<file path="config.mk">
export PLATFORM = sky130hd
export DESIGN_NAME = pe_shift_mac
export DESIGN_NICKNAME = d
export VERILOG_FILES = /design/src/rtl/pe_pkg.sv /design/src/rtl/pe_shift_add_unit.sv /design/src/rtl/pe_shift_mac.sv
export SDC_FILE = /design/constraint.sdc
export NUM_CORES = 1
export LEC_CHECK = 0
export ABC_AREA = 1
export ABC_CLOCK_PERIOD_IN_PS = 6300
export CAP_MARGIN = 5
export CORE_UTILIZATION = 52
export CTS_CLUSTER_SIZE = 10
export DETAILED_ROUTE_END_ITERATION = 16
export PLACE_DENSITY = 0.74
export SLEW_MARGIN = 20
export SYNTH_ARGS = -nofsm -noshare
export SYNTH_HDL_FRONTEND = slang
export SYNTH_SLANG_ARGS = --single-unit
</file>
<file path="constraint.sdc">
create_clock -name clk -period 6.3 [get_ports clk]
set_clock_uncertainty 0.15 [all_clocks]
set_input_delay 1.575 -clock clk [delete_from_list [all_inputs] [get_ports clk]]
set_output_delay 1.575 -clock clk [all_outputs]
set_load 0.03 [all_outputs]
</file>
<file path="src/rtl/pe_pkg.sv">
// Shared types, default parameters and saturating arithmetic for the bit-serial PE.
package pe_pkg;

  localparam int W_BITS   = 4;
  localparam int A_BITS   = 8;
  localparam int ACC_BITS = 15;
  localparam int N_TERMS  = 9;

  typedef enum logic [1:0] {
    IDLE = 2'd0,
    MUL  = 2'd1,
    DONE = 2'd2
  } state_t;

  // Unsigned add clamped to 2^width-1; operands and width must fit in 31 bits.
  function automatic logic [31:0] sat_add(input logic [31:0] a, input logic [31:0] b,
                                          input int unsigned width);
    logic [32:0] sum;
    logic [32:0] lim;
    sum = {1'b0, a} + {1'b0, b};
    lim = (33'd1 << width) - 33'd1;
    return 32'((sum > lim) ? lim : sum);
  endfunction

  function automatic logic sat_ovf(input logic [31:0] a, input logic [31:0] b,
                                   input int unsigned width);
    logic [32:0] sum;
    logic [32:0] lim;
    sum = {1'b0, a} + {1'b0, b};
    lim = (33'd1 << width) - 33'd1;
    return sum > lim;
  endfunction

endpackage

</file>
<file path="src/rtl/pe_shift_add_unit.sv">
// Shift-and-add multiplier: latches one operand pair on start and walks the
// weight LSB-first, one bit per cycle. product includes the current bit's term.
module pe_shift_add_unit #(
  parameter int W_BITS = pe_pkg::W_BITS,
  parameter int A_BITS = pe_pkg::A_BITS
) (
  input  logic                     clk,
  input  logic                     rst,
  input  logic                     start,
  input  logic [W_BITS-1:0]        weight,
  input  logic [A_BITS-1:0]        act,
  output logic                     last,
  output logic [A_BITS+W_BITS-1:0] product
);

  localparam int P_BITS = A_BITS + W_BITS;
  localparam int IDX_W  = (W_BITS > 1) ? $clog2(W_BITS) : 1;

  logic [W_BITS-1:0] w_q;
  logic [A_BITS-1:0] a_q;
  logic [P_BITS-1:0] prod_q;
  logic [P_BITS-1:0] partial;
  logic [IDX_W-1:0]  bit_idx;
  logic              busy;

  assign partial = w_q[bit_idx] ? (P_BITS'(a_q) << bit_idx) : '0;
  assign product = prod_q + partial;
  assign last    = busy && (bit_idx == IDX_W'(W_BITS - 1));

  always_ff @(posedge clk or negedge rst) begin
    if (!rst) begin
      w_q     <= '0;
      a_q     <= '0;
      prod_q  <= '0;
      bit_idx <= '0;
      busy    <= 1'b0;
    end else if (start) begin
      w_q     <= weight;
      a_q     <= act;
      prod_q  <= '0;
      bit_idx <= '0;
      busy    <= 1'b1;
    end else if (busy) begin
      prod_q  <= product;
      bit_idx <= bit_idx + IDX_W'(1);
      if (last) busy <= 1'b0;
    end
  end

endmodule

</file>
<file path="src/rtl/pe_shift_mac.sv">
// Bit-serial zero-skip MAC PE: accumulates N_TERMS saturated products per window.
// Build option PE_ZERO_SKIP_EN: zero-operand pairs retire in one cycle and are counted.
//
// state | meaning
// IDLE  | ready for an operand pair (skips zero pairs when enabled)
// MUL   | shift-and-add in progress, one weight bit per cycle
// DONE  | window result presented, waiting for downstream ready
module pe_shift_mac #(
  parameter int W_BITS   = pe_pkg::W_BITS,
  parameter int A_BITS   = pe_pkg::A_BITS,
  parameter int ACC_BITS = pe_pkg::ACC_BITS,
  parameter int N_TERMS  = pe_pkg::N_TERMS
) (
  input  logic                         clk,
  input  logic                         rst,
  input  logic                         i_in_valid,
  output logic                         o_in_ready,
  input  logic [W_BITS-1:0]            i_weight,
  input  logic [A_BITS-1:0]            i_activation,
  output logic                         o_out_valid,
  input  logic                         i_out_ready,
  output logic [ACC_BITS-1:0]          o_result,
  output logic                         o_sat,
  output logic [$clog2(N_TERMS+1)-1:0] o_skip_cnt
);

  import pe_pkg::*;

  localparam int P_BITS = A_BITS + W_BITS;
  localparam int CNT_W  = $clog2(N_TERMS + 1);

  state_t              state, state_d;
  logic                run_q;
  logic [ACC_BITS-1:0] acc;
  logic                sat_q;
  logic [CNT_W-1:0]    term_cnt;
  logic                start, acc_load, term_inc, win_clr, last_term;
  logic                unit_last;
  logic [P_BITS-1:0]   unit_product;

`ifdef PE_ZERO_SKIP_EN
  logic             skip_inc;
  logic             zero_pair;
  logic [CNT_W-1:0] skip_cnt;
  assign zero_pair = (i_weight == '0) || (i_activation == '0);
`endif

  // run_q holds ready low through reset and for the release cycle
  assign o_in_ready  = run_q && (state == IDLE);
  assign o_out_valid = (state == DONE);
  assign o_result    = acc;
  assign o_sat       = sat_q;
  assign last_term   = (term_cnt == CNT_W'(N_TERMS - 1));

  always_comb begin
    state_d  = state;
    start    = 1'b0;
    acc_load = 1'b0;
    term_inc = 1'b0;
    win_clr  = 1'b0;
`ifdef PE_ZERO_SKIP_EN
    skip_inc = 1'b0;
`endif
    unique case (state)
      IDLE: if (o_in_ready && i_in_valid) begin
`ifdef PE_ZERO_SKIP_EN
        if (zero_pair) begin
          term_inc = 1'b1;
          skip_inc = 1'b1;
          state_d  = last_term ? DONE : IDLE;
        end else begin
          start   = 1'b1;
          state_d = MUL;
        end
`else
        start   = 1'b1;
        state_d = MUL;
`endif
      end
      MUL: if (unit_last) begin
        acc_load = 1'b1;
        term_inc = 1'b1;
        state_d  = last_term ? DONE : IDLE;
      end
      DONE: if (i_out_ready) begin
        win_clr = 1'b1;
        state_d = IDLE;
      end
      default: state_d = IDLE;
    endcase
  end

  always_ff @(posedge clk or negedge rst) begin
    if (!rst) begin
      state    <= IDLE;
      run_q    <= 1'b0;
      acc      <= '0;
      sat_q    <= 1'b0;
      term_cnt <= '0;
    end else begin
      state <= state_d;
      run_q <= 1'b1;
      if (win_clr) begin
        acc      <= '0;
        sat_q    <= 1'b0;
        term_cnt <= '0;
      end else begin
        if (acc_load) begin
          acc   <= ACC_BITS'(sat_add(32'(acc), 32'(unit_product), ACC_BITS));
          sat_q <= sat_q | sat_ovf(32'(acc), 32'(unit_product), ACC_BITS);
        end
        if (term_inc) term_cnt <= term_cnt + CNT_W'(1);
      end
    end
  end

`ifdef PE_ZERO_SKIP_EN
  always_ff @(posedge clk or negedge rst) begin
    if (!rst)          skip_cnt <= '0;
    else if (win_clr)  skip_cnt <= '0;
    else if (skip_inc) skip_cnt <= skip_cnt + CNT_W'(1);
  end
  assign o_skip_cnt = skip_cnt;
`else
  assign o_skip_cnt = '0;
`endif

  pe_shift_add_unit #(
    .W_BITS(W_BITS),
    .A_BITS(A_BITS)
  ) u_shift_add (
    .clk    (clk),
    .rst    (rst),
    .start  (start),
    .weight (i_weight),
    .act    (i_activation),
    .last   (unit_last),
    .product(unit_product)
  );

endmodule

</file>
# Word level (Yosys, flattened, before mapping)
# Index checks and enable logic that the tools add are counted.
# Widths: inputs -> output; s select.
classes:
  n_addsub: 4
  n_lt_le_gt_ge: 2
  eq_ne: 7
  shift: 1
  muxes: 28
  n_bitwise: 1
  n_reduce_logical: 7
ops:
  columns: ["operator", "n"]
  rows:
  - ["$mux 15", 3]
  - ["$mux 12", 3]
  - ["$add 15x12->16", 1]
  - ["$gt 16x15->1 const B", 1]
  - ["$add 12x12->12", 1]
  - ["$mux 1", 12]
  - ["$mux 2", 6]
  - ["$shl 8x2->12", 1]
  - ["$mux 4", 2]
  - ["$ne 2x1->1 const B", 3]
  - ["$pmux 2 s3", 1]
  - ["$add 4x1->4 const B", 1]
  - ["$eq 2x2->1 const B", 2]
  - ["$eq 4x4->1 const B", 1]
  - ["$reduce_bool 2->1", 2]
  - ["$logic_and 1x1->1", 3]
  - ["$lt 2x3->1 const B", 1]
  - ["$reduce_and 3->1", 1]
  - ["$add 2x1->2 const B", 1]
  - ["$bmux 1 s2", 1]
  - ["$eq 2x1->1 const B", 1]
  - ["$logic_not 2->1", 1]
  - ["$or 1x1->1", 1]
word_totals:
  regBits: 50
  in_bits: 16
  output_inout_bits: 22
  wordCells: 60

# Depth between registers and ports, before layout
logic_depth:
  word_depth: 9
  mapped_depth: 28

# By module
# From an unflattened synthesis, not the netlist that was laid out.
unflattened:
  hier_cells: 560
  hier_area_um2: 3950.0
by_module_without_submodules:
  columns: ["mod", "instances", "cells_each", "area_each_um2"]
  rows:
  - ["pe_shift_add_unit", 1, 292, 1984.4]
  - ["pe_shift_mac", 1, 268, 1965.6]

# Worst setup path after synthesis
# Ideal clock, no wire load.
synth_timing:
  kind: "register to register"
  start: "register u_shift_add.bit_idx[0]"
  end: "register acc[3] (netlist: o_result[3])"
  setup_time_ns: 0.128
  arrival_ns: 3.165
  required_time_ns: 6.022
  slack_ns: 2.857
  path_stages_with_launch: 24
  synth_period_minus_slack_ns: 3.443
  path_cell_list: "dfrtp_1 -> buf_2 -> buf_2 -> mux2i_1 -> nor2_1 -> o21ai_0 -> inv_1 -> ha_1 -> a21oi_1 -> inv_1 -> a21oi_1 -> nand3_1 -> nand2_1 -> inv_1 -> ha_1 -> nand2_1 -> nand2_1 -> nand2_1 -> nand2_1 -> a21oi_1 -> nand2_4 -> nand2_4 -> buf_6 -> o211ai_2"
synth_between:
  elab_chain_len: 9
  word_cells_on_any_way: 15
  cone_classes: "add/sub (2); order compare (1); eq/ne (1); shift (1); mux (8); reduce/logical (2)"
synth_lines:
  columns: ["element", "line", "rtl"]
  rows:
  - ["start, declared", "pe_shift_add_unit.sv:23", "logic [IDX_W-1:0] bit_idx;"]
  - ["start signal, assigned", "pe_shift_add_unit.sv:45", "bit_idx <= bit_idx + IDX_W'(1);"]
  - ["$bmux 1 s2", "pe_shift_add_unit.sv:26", "assign partial = w_q[bit_idx] ? (P_BITS'(a_q) << bit_idx) : '0;"]
  - ["$mux 1 (implied by the code)", "pe_shift_add_unit.sv:26", null]
  - ["$mux 12", "pe_shift_add_unit.sv:26", null]
  - ["$add 12x12->12", "pe_shift_add_unit.sv:27", "assign product = prod_q + partial;"]
  - ["$add 15x12->16", "pe_pkg.sv:20", "sum = {1'b0, a} + {1'b0, b};"]
  - ["$gt 16x15->1", "pe_pkg.sv:22", "return 32'((sum > lim) ? lim : sum);"]
  - ["$mux 15", "pe_pkg.sv:22", null]
  - ["$mux 15", "pe_shift_mac.sv:108", "if (acc_load) begin"]
  - ["$mux 15", "pe_shift_mac.sv:103", "if (win_clr) begin"]
  - ["end signal, assigned", "pe_shift_mac.sv:109", "acc <= ACC_BITS'(sat_add(32'(acc), 32'(unit_product), ACC_BITS));"]
  - ["end, declared", "pe_shift_mac.sv:34", "logic [ACC_BITS-1:0] acc;"]
# Parallel ways exist; a longest one is shown, timed or not. The select of a mux whose other input is x is not followed.
# A chain may end at the register's enable or synchronous reset.

# Worst setup path after layout
layout_timing:
  start: "register u_shift_add.bit_idx[0]"
  end: "register acc[1] (netlist: o_result[1])"
# The elaborated chain is that of the path after synthesis.

==> impl_metrics.yaml <==
status:
  status: "complete, no violations"
worst_setup_path:
  cp-start-kind: "flip-flop"
  reg2reg_slack_ns: 2.06
  crit_family: "adder cells"
  cp.buffers_inverters: 1
  crit_required_ns: 6.33
  path_common_cell: "nand2_1"
  crit_slowest_cell: "dfrtp_1"
  critPathMaxStageDelay_ns: 0.71
  worst-setup-path-type: "flip-flop to flip-flop"
  crit_path_end_kind: "flip-flop"
  crit_chain: "inv_1, o21ai_0, nor3_1, ha_1, fa_1, nand3_1, nand3_1, a21oi_1, xnor2_1, ha_1, nand2_1, nand2_1, a21oi_2, nand2_1, nand2_2, nand2_4, nand2_4, o211ai_1"
  critPathArrivalTime_ns: 4.28
  cp_max_fo: 18
placed_design:
  hpwl_um: 6790
  dpl_worst_slack_ns: 2.09
  globalplace.congestion: 0.933
  portBuffers: 33
layout:
  syn2layout_area_growth_pct: 11.5
  diodes: 0
  postLayoutCoreUtil_pct: 60.3
  final_cell_mix: "166 x nand2_1, 84 x inv_1, 50 x dfrtp_1"
  multi_input_area_um2: 2270
  regArea_um2: 1250
  n_fill_cell: 714
  final_common_cell: "nand2_1"
  final_nets: 627
  layout-drive-gt1-share_pct: 8.42
clock_tree:
  postCtsSetupBuffers: 0
  cts_buffers: 5
  clk_pin_slew_worst_paths_ns: 0.11
  insertion_delay_ns: 0.32
  root_buffer: "clkbuf_8"
  cts_resized: 0
  h-tree-depth: 2
  cts_tree: "built"
  cts_buffer_depth: 2
  hold_buffers: 0
  cts_sinks: 50
run:
  cap_violations: 0
route:
  num_vias: 3474
  totalWireLength_um: 8740
  detail_route.first_pass.iterations: 5
  initialDrtViolationCount: 205
  viasPerCell: 5.10
  wire_per_inst_um: 12.8
  drcViolationCount: 0
  ant_nets: 0
synthesis:
  synth_area_per_cell_um2: 7.18
  ys_ff_latch: 50
  synth_warnings: 0
  syn_area_um2: 3950
  synthDistinctLibCells: 41
  synthCells: 550
  synth-seq-area-share_pct: 31.7
global_routing:
  grt.overflow.total: 0
  antenna_found_initial: 0
  grt_pass1_wl_um: 15300
  grt_max_degree: 51
  grt_pass1_vias: 3331
  grt_usage_pct: 24.8
timing:
  rsz0062_at_grt: "false"
  finalSetupViolations: 0
  max-slew-margin-rel_pct: 56.5
  timing.fmax_mhz: 236
  tns_ns: 0
  slew_violations: 0
  fin_crit_sh_pct: 67.4
  hold_viol: 0
  fin_ws_ns: 2.06
  worstMarginPinSlew_ns: 0.653
  min_period_ns: 4.24
floorplanning:
  top_level_ports: 38
  core_um2: 7290
  die_w_um: 89.1
  dieArea_um2: 7940
  rows: 31
  die_y_um: 89.1
  initial_core_util_pct: 54.1
hold_path:
  hp-class: "flip-flop to flip-flop"
## cells in the mapped netlist, drive strengths merged
cell type | instances | share of area (%)
nand2 | 176 | 18
inv | 87 | 8.3
nand3 | 52 | 7.2
dfrtp | 50 | 32
nor2 | 40 | 4.0
ha | 28 | 8.9
o21ai | 23 | 2.9
a21oi | 20 | 2.6
buf | 13 | 2.7
mux2 | 10 | 3.2
nand4 | 8 | 1.4
and2 | 7 | 1.1
xnor2 | 6 | 1.3
mux2i | 4 | 1.0
o211ai | 4 | 1.0
xor2 | 3 | 0.67
a21boi | 2 | 0.38
a22o | 2 | 0.44
clkinv | 2 | 0.22
conb | 2 | 0.19
fa | 2 | 1.0
nand3b | 2 | 0.38
or2 | 2 | 0.32
a21o | 1 | 0.19
nor3 | 1 | 0.13
nor3b | 1 | 0.48
o21a | 1 | 0.19
o32ai | 1 | 0.22
## worst paths after layout
| kind | start | to | cells past startpoint |
|---|---|---|---|
| hold / removal | u_shift_add.prod_q[5] | u_shift_add.prod_q[5] | 2 |
| setup / recovery | u_shift_add.bit_idx[0] | o_result[1] | 18 |
| hold reg to reg | u_shift_add.prod_q[5] | u_shift_add.prod_q[5] | 2 |
| min in group asynchronous | rst | o_result[10] | 2 |
| setup reg to reg | u_shift_add.bit_idx[0] | o_result[1] | 18 |
| max in group asynchronous | rst | term_cnt[3] | 2 |
## per-layer routing
| layer | wire, um | vias to the layer above | track usage (%) |
|---|---|---|---|
| met5 | 0 | - | 0 |
| met4 | 78 | 0 | 4.91 |
| met3 | 339 | 8 | 3.42 |
| met2 | 3940 | 77 | 40.3 |
| met1 | 4380 | 1589 | 35.5 |
| li1 | - | 1800 | - |
## tightest hold or removal path, stage by stage (launching register included)
cell,delay [ns]
dfrtp_1,0.36
nand2_1,0.05
nand2_1,0.06
## state kept, by name, indices dropped and copies added, names as in the netlist
| register | count |
|---|---|
| o_result | 15 |
| o_sat | 1 |
| run_q | 1 |
| state | 2 |
| term_cnt | 4 |
| u_shift_add.a_q | 8 |
| u_shift_add.bit_idx | 2 |
| u_shift_add.busy | 1 |
| u_shift_add.prod_q | 12 |
| u_shift_add.w_q | 4 |
## kinds of logic (layout without fill, tap and decap cells)
kind of cell / count (synthesis) / in the layout / share of synthesized area [%]
AO/OA/AOI/OAI: 54 / 54 / 7.99
multiplexers: 14 / 14 / 4.25
AND/OR/NAND/NOR: 289 / 289 / 32.8
buffers and inverters: 102 / 131 / 11.2
flip-flops: 50 / 50 / 31.7
adder cells (fa/ha/maj): 30 / 30 / 9.89
XOR/XNOR: 9 / 9 / 2.00
other: 2 / 5 / 0.190
## stage by stage
step                area (um^2)  instances  hold WS (ns)
floorplan                  3960        553         0.305
global placement           4310        673         0.331
detailed placement         4310        673         0.328
CTS                        4400        681         0.354
global route               4400        681         0.390
finish                     4400        681         0.348
## layout make-up
class	instances	share of cell area, %
Inverter	89	7.62
Sequential cell	50	28.4
Multi-Input combinational cell	401	51.5
Clock buffer	5	1.56
Tap cell	99	2.81
Clock inverter	3	0.512
Timing Repair Buffer	34	7.56
Power is not shown: default switching activity piles up to over one toggle a cycle in this logic, so the estimate is an artifact.
